### src/rtl/mem_arb_pkg.sv
// mem_arb_pkg: FSM state type and port index constants shared by the memory arbiter.
package mem_arb_pkg;
    typedef enum logic [1:0] {IDLE, ACCESS, DONE} state_e;
    localparam logic PORT_CORE = 1'b0;
    localparam logic PORT_LDR  = 1'b1;
endpackage

### src/rtl/rr_pick2.sv
// rr_pick2: two-way round-robin winner; on a tie the port not granted last wins.
module rr_pick2
    import mem_arb_pkg::*;
(
    input  logic req0_i,
    input  logic req1_i,
    input  logic last_i,
    output logic win_o
);
    assign win_o = (req0_i && req1_i) ? !last_i : (req1_i ? PORT_LDR : PORT_CORE);
endmodule

### src/rtl/mem_arbiter.sv
// mem_arbiter: shares one variable-latency memory port between the core and the
// program-loader port with round-robin arbitration and a per-access timeout.
module mem_arbiter
    import mem_arb_pkg::*;
#(
    parameter int ADDR_W   = 32,
    parameter int DATA_W   = 32,
    parameter int MAX_WAIT = 15
) (
    input  logic              clk,
    input  logic              reset,
    input  logic              core_req,
    input  logic              core_we,
    input  logic [ADDR_W-1:0] core_addr,
    input  logic [DATA_W-1:0] core_wdata,
    output logic              core_ack,
    output logic              core_err,
    output logic [DATA_W-1:0] core_rdata,
    input  logic              ldr_req,
    input  logic              ldr_we,
    input  logic [ADDR_W-1:0] ldr_addr,
    input  logic [DATA_W-1:0] ldr_wdata,
    output logic              ldr_ack,
    output logic              ldr_err,
    output logic [DATA_W-1:0] ldr_rdata,
    output logic              mem_en,
    output logic              mem_we,
    output logic [ADDR_W-1:0] mem_addr,
    output logic [DATA_W-1:0] mem_wdata,
    input  logic [DATA_W-1:0] mem_rdata,
    input  logic              mem_ready
);
    state_e                   state_q, state_d;
    logic                     grant_q, grant_d;
    logic                     last_q, last_d;
    logic [7:0]               wait_q, wait_d;
    logic [1:0]               err_q, err_d;
    logic [1:0][DATA_W-1:0]   rdata_q, rdata_d;
    logic                     win;
    logic                     sel_we;
    logic                     timeout;

    rr_pick2 u_pick (
        .req0_i (core_req),
        .req1_i (ldr_req),
        .last_i (last_q),
        .win_o  (win)
    );

    assign sel_we    = grant_q ? ldr_we : core_we;
    assign timeout   = wait_q == 8'(MAX_WAIT - 1);
    assign mem_en    = state_q == ACCESS;
    assign mem_we    = mem_en && sel_we;
    assign mem_addr  = grant_q ? ldr_addr : core_addr;
    assign mem_wdata = grant_q ? ldr_wdata : core_wdata;
    assign core_ack  = state_q == DONE && grant_q == PORT_CORE;
    assign ldr_ack   = state_q == DONE && grant_q == PORT_LDR;
    assign core_err  = core_ack && err_q[PORT_CORE];
    assign ldr_err   = ldr_ack && err_q[PORT_LDR];
    assign core_rdata = rdata_q[PORT_CORE];
    assign ldr_rdata  = rdata_q[PORT_LDR];

    always_comb begin
        state_d = state_q;
        grant_d = grant_q;
        last_d  = last_q;
        wait_d  = wait_q;
        err_d   = err_q;
        rdata_d = rdata_q;
        case (state_q)
            IDLE: if (core_req || ldr_req) begin
                grant_d = win;
                last_d  = win;
                wait_d  = '0;
                state_d = ACCESS;
            end
            ACCESS: begin
                // ready takes priority over a timeout landing in the same cycle
                if (mem_ready) begin
                    if (!sel_we) rdata_d[grant_q] = mem_rdata;
                    err_d[grant_q] = 1'b0;
                    state_d = DONE;
                end else if (timeout) begin
                    err_d[grant_q] = 1'b1;
                    state_d = DONE;
                end else begin
                    wait_d = wait_q + 8'd1;
                end
            end
            DONE:    state_d = IDLE;
            default: state_d = IDLE;
        endcase
    end

    always_ff @(posedge clk) begin
        if (reset) begin
            state_q <= IDLE;
            grant_q <= PORT_CORE;
            last_q  <= PORT_LDR;
            wait_q  <= '0;
            err_q   <= '0;
            rdata_q <= '0;
        end else begin
            state_q <= state_d;
            grant_q <= grant_d;
            last_q  <= last_d;
            wait_q  <= wait_d;
            err_q   <= err_d;
            rdata_q <= rdata_d;
        end
    end
endmodule

### config.mk
export PLATFORM = sky130hd
export DESIGN_NAME = mem_arbiter
export DESIGN_NICKNAME = d
export VERILOG_FILES = /design/src/rtl/mem_arb_pkg.sv /design/src/rtl/rr_pick2.sv /design/src/rtl/mem_arbiter.sv
export SDC_FILE = /design/constraint.sdc
export NUM_CORES = 1
export LEC_CHECK = 0
export ABC_CLOCK_PERIOD_IN_PS = 2500
export CAP_MARGIN = 15
export CORE_AREA = 2 2 117 119
export DETAILED_ROUTE_END_ITERATION = 8
export DIE_AREA = 0 0 119 121
export DONT_BUFFER_PORTS = 1
export SYNTH_ARGS = -nofsm -noshare
export SYNTH_HDL_FRONTEND = slang
export SYNTH_SLANG_ARGS = --single-unit
### constraint.sdc
create_clock -name clk -period 2.5 [get_ports clk]
set_clock_uncertainty 0.15 [all_clocks]
set_input_delay 0.25 -clock clk [delete_from_list [all_inputs] [get_ports clk]]
set_output_delay 0.25 -clock clk [all_outputs]
set_load 0.01 [all_outputs]
# [Yosys cells after proc, flatten, opt, wreduce, memory -nomap -nowiden]
# Cells that the tools add are included.
[op_classes] n_addsub=1 order_cmp=2 eq_ne=7 mux=20 n_bitwise=5 reduce_logical=17
[op_table] op="$mux W32" n=3
[op_table] op="$bwmux W64" n=1
[op_table] op="$demux W32 S1" n=1
[op_table] op="$mux W8" n=3
[op_table] op="$pmux W8 S2" n=1
[op_table] op="$mux W2" n=5
[op_table] op="$add A8 B1 Y8 const B" n=1
[op_table] op="$eq A8 B4 Y1 const B" n=1
[op_table] op="$logic_and A1 B1 Y1" n=7
[op_table] op="$ne A2 B2 Y1 const B" n=3
[op_table] op="$reduce_and A2 Y1" n=3
[op_table] op="$mux W1" n=4
[op_table] op="$pmux W2 S2" n=1
[op_table] op="$reduce_and A4 Y1" n=1
[op_table] op="$reduce_bool A2 Y1" n=2
[op_table] op="$ne A3 B1 Y1 const B" n=1
[op_table] op="$reduce_and A3 Y1" n=1
[op_table] op="$and A2 B2 Y2" n=1
[op_table] op="$eq A2 B1 Y1 const B" n=1
[op_table] op="$eq A2 B2 Y1 const B" n=1
[op_table] op="$logic_not A2 Y1" n=1
[op_table] op="$lt A1 B2 Y1 const B" n=1
[op_table] op="$not A1 Y1" n=2
[op_table] op="$not A2 Y2" n=1
[op_table] op="other kinds (5)" n=5
[totals] reg_bits=78 input_bits=167 out_inout_bits=134 wordCells=59

# [Logic depth before layout (Yosys ltp)]
[logic_depth] depth_word=7 depth_mapped=6 ltp_nobuf=6

# [By module]
# From an unflattened synthesis, not the netlist that was laid out.
[unflattened] cells_unflattened=441 hier_area_um2=3676.0
[by_module_without_submodules] mod="mem_arbiter" instances=1 cells_each=440 area_per_inst_um2=3664.8 seq_area_each_um2=1561.5
[by_module_without_submodules] mod="rr_pick2" instances=1 cells_each=1 area_per_inst_um2=11.3 seq_area_each_um2=0.0

# [Least setup slack after synthesis]
# Ideal clock, no wire load.
[synth_timing] kind="register to register" startpoint="register wait_q[0]" endpoint="register wait_q[7]" setup_ps=122 arrival_ps=1675 required_ps=2228 setup_slack_ps=553 stages_incl_launch_ff=7 n_path_buf=0 synth_period_minus_slack_ps=1947 path_cell_list="dfxtp_1 inv_1 ha_1 or4b_4 o31ai_4 nor4_1 a311o_1"
[synth_via] elab_chain_len=4 elab_cells_between_ends=7 classes_between="add/sub: 1; eq/ne: 2; mux: 3; reduce/logical: 1"
[synth_lines] item="from (decl)" line="mem_arbiter.sv:36" rtl="logic [7:0] wait_q, wait_d;"
[synth_lines] item="from (signal assigned)" line="mem_arbiter.sv:107" rtl="wait_q <= wait_d;"
[synth_lines] item="$add A8 B1 Y8" line="mem_arbiter.sv:87" rtl="wait_d = wait_q + 8'd1;"
[synth_lines] item="$mux W8" line="mem_arbiter.sv:83" rtl="end else if (timeout) begin"
[synth_lines] item="$mux W8" line="mem_arbiter.sv:79" rtl="if (mem_ready) begin"
[synth_lines] item="$pmux W8 S2" line="mem_arbiter.sv:70" rtl="case (state_q)"
# Several ways; a longest one is shown, not always the timed one. The select of a mux whose other input is x is not followed.
# A chain may end at the register's enable or synchronous reset.

# [Worst setup path in the final report]
[layout_timing] startpoint="register grant_q" endpoint="register rdata_q, in the netlist core_rdata[3]"
[layout_via] elab_chain_len=5 elab_cells_between_ends=9 classes_between="order compare: 2; mux: 4; bitwise: 1; reduce/logical: 2"
[layout_lines] item="from (decl)" line="mem_arbiter.sv:34" rtl="logic grant_q, grant_d;"
[layout_lines] item="from (signal assigned)" line="mem_arbiter.sv:105" rtl="grant_q <= grant_d;"
[layout_lines] item="$lt A1 B2 Y1 (not written as such) or $ge A1 B1 Y1 (tied branches)" line="mem_arbiter.sv:80" rtl="if (!sel_we) rdata_d[grant_q] = mem_rdata;"
[layout_lines] item="$logic_and A1 B1 Y1 (not written as such)" line="mem_arbiter.sv:80"
[layout_lines] item="$mux W32 (not written as such)" line="mem_arbiter.sv:80"
[layout_lines] item="$demux W32 S1" line="mem_arbiter.sv:80"
[layout_lines] item="$bwmux W64" line="mem_arbiter.sv:80"
[layout_lines] item="to (signal assigned)" line="mem_arbiter.sv:109" rtl="rdata_q <= rdata_d;"
[layout_lines] item="to (decl)" line="mem_arbiter.sv:38" rtl="logic [1:0][DATA_W-1:0] rdata_q, rdata_d;"
# Several ways; a longest one is shown, not always the timed one.

==> metrics.txt <==
outcome finished clean; final hold viol count 0; Max Cap Violations 0; Gate Count Post-Synth 444; TritonCTS clock tree built; Critical Path RT around 2600 ps; Multi-input gate area slightly above 0.002 mm^2; clk root buf clkbuf_16; RePlAce Congestion 0.946; Worst VDD drop roughly 0.00043 V; H-tree levels 3; fin. max-slew vios 0; Initial DRC Count around 200; FF/Latch Area ~0.0016 mm^2; number of flops mapped to enable cells by yosys 0; final WL 14600 um; most frequent cells in the layout nand2_1, dfxtp_1, a21oi_1; slew margin rel. 48.0%; Finish-stage setup viols 0; switching power share of the total about 24%; DR vias 3421; # Post-CTS Setup Buffers 0; syn_area_per_cell between 8 and 9 um^2; Synth area leader dfxtp_1; Fin Hold WS between 20 and 30 ps; Pwr Density approximately 690 mW/mm^2; initial antenna violation count 3; clk_lat worst skew between 300 and 400 ps; initial core utilization ~28%; core area around 0.013 mm^2; grt met1 use 21.4%; largest net degree at the start of global routing 77; CP Class flop to flop; Yosys reg bits 78; Syn Nets 613; met3 Use GR roughly 11%; most common cell after layout, fill and taps aside nand2_1; Netlist Area Pre-Place 0.00370 mm^2; Warnings, synthesis 0; Synth cell types 37; Rows 42; top cell type's share of synthesized area between 40% and 50%; Worst-path clk slew about 60 ps; post-route DRC violation count 0; worst reg-to-reg setup slack around 200 ps; first-pass GRT wire length around 21000 um; Die Area 0.0144 mm^2; combinational power share around 14%; Internal between 2 and 2.5 mW; Worst EP arrival ~2400 ps; Clk pwr share between 40% and 50%; vias in the first global route 3178; clock buffer depth 2; gr usage total roughly a fifth; sequential fraction of the synthesis area 42.2%; Setup crit start kind flop; Worst-Margin Slew 780 ps; CTS Sinks 78; total gr overflow 0; Hold/Removal Path Class input port to flop; setup TNS 0 ps; Flop pwr share 40.8%; Synth area leaders dfxtp_1, mux2_2, nand2_1; Top FF cell, synth dfxtp_1; Port Buffers 0; NetSw 0.781 mW; share of cells above drive strength 1 between 10% and 20%; Leakage about 1.5 nW; antenna-violating nets left 0; NumNets Final roughly 640; Async SR Flop Fraction 0%; final period utilization 91.9%; Layout fillers between 1000 and 1500; Die W around 120 um; DIE HEIGHT roughly 120 um; I/O Pins 301; area grow syn2layout 24.5%; DRT Pass-1 Iters 6; post-DP HPWL around 11000 um; min cycle time layout around 2300 ps; gr busiest metal met2; CP Max Fanout 31; fmax 435 MHz; DR vias/cell about 5.3; WL per Instance 22.4 um; Num CTS Buffers 9; met2 GRT Util between 30% and 40%; RSZ-0062 raised after global routing false; CP endpoint kind flop
metal layers:
layer,routed length [um],share of wire [%]
met1,5600,38
met2,6730,46
met3,1910,13
met4,317,2.2
met5,27,0.19
per-stage QoR:
step | cells | total power, mW | util, % | cell area (um^2) | setup WS, ps
after floorplan | 444 | 1.61 | - | 3700 | 553
after global placement | 597 | 1.68 | 29.6 | 3880 | 490
after detailed placement | 597 | 1.69 | 29.6 | 3880 | 430
after CTS | 649 | 3.24 | 35.2 | 4600 | 164
after global routing | 650 | 3.31 | 35.2 | 4610 | 73.6
final | 650 | 3.20 | 35.2 | 4610 | 202
sequential cells by signal (all words and copies together), names as in the netlist, named ones only:
| register | cells |
|---|---|
| core_rdata | 32 |
| ldr_rdata | 32 |
| wait_q | 8 |
| state_q | 2 |
| grant_q | 1 |
| last_q | 1 |
Yosys cell counts (all sizes together), types with 2 or more instances:
library cell	instances
clkbuf	24
mux2	64
nand4	2
buf	6
nand2	136
mux2i	2
nand3b	2
ha	2
nor3	4
dfxtp	78
nand3	8
nor2	6
inv	4
or3b	2
o21ai	5
nand2b	2
a31oi	3
o211ai	2
a21oi	72
and2	2
nor3b	3
o31ai	2
kinds of logic (layout without fill, tap and decap cells):
family,count (synthesis),count (layout),share of synthesized area (%)
AO/OA/AOI/OAI,88,88,13.0
adder cells (fa/ha/maj),2,2,0.676
buffers and inverters,34,63,3.65
flip-flops,78,78,42.2
multiplexers,66,66,20.0
other,0,1,0
AND/OR/NAND/NOR,176,176,20.4
what timing repair did:
item                       4_1_cts  5_1_grt
gates resized for setup          0        1
hold endpoints to repair        76        0
hold buffers                    38        0
setup endpoints to repair        0        1
final cells by class:
type | instances | area share [%]
timing repair buffer | 45 | 10.0
sequential | 78 | 34.0
tap | 176 | 4.78
antenna | 1 | 0.0543
clock inverter | 4 | 2.12
inverter | 4 | 0.326
clock buffer | 10 | 4.97
multi-input combinational | 332 | 43.7
worst max-delay path: stages, from the launching register on:
cell	delay [ps]
dfxtp_4	420
buf_4	210
nor3_2	440
buf_12	240
nand2_1	90
a21oi_1	110
dlygate4sd3_1	550
final timing paths:
path,cells after the start,endpoint,startpoint
worst max register to register,6,core_rdata[3],grant_q
worst min-delay path,3,flop,mem_ready
worst max-delay path,6,core_rdata[3],grant_q
worst min register to register,2,flop,flop
power groups by stage:
stage          combinational [mW]  sequential (mW)  clock [mW]
2_1_floorplan               0.288             1.32           0
6_report                    0.441             1.31        1.45
3_5_place_dp                0.355             1.33           0
3_3_place_gp                0.351             1.33           0
5_1_grt                     0.466             1.31        1.54
4_1_cts                     0.437             1.31        1.50
Power figures use the tool's default switching activity.
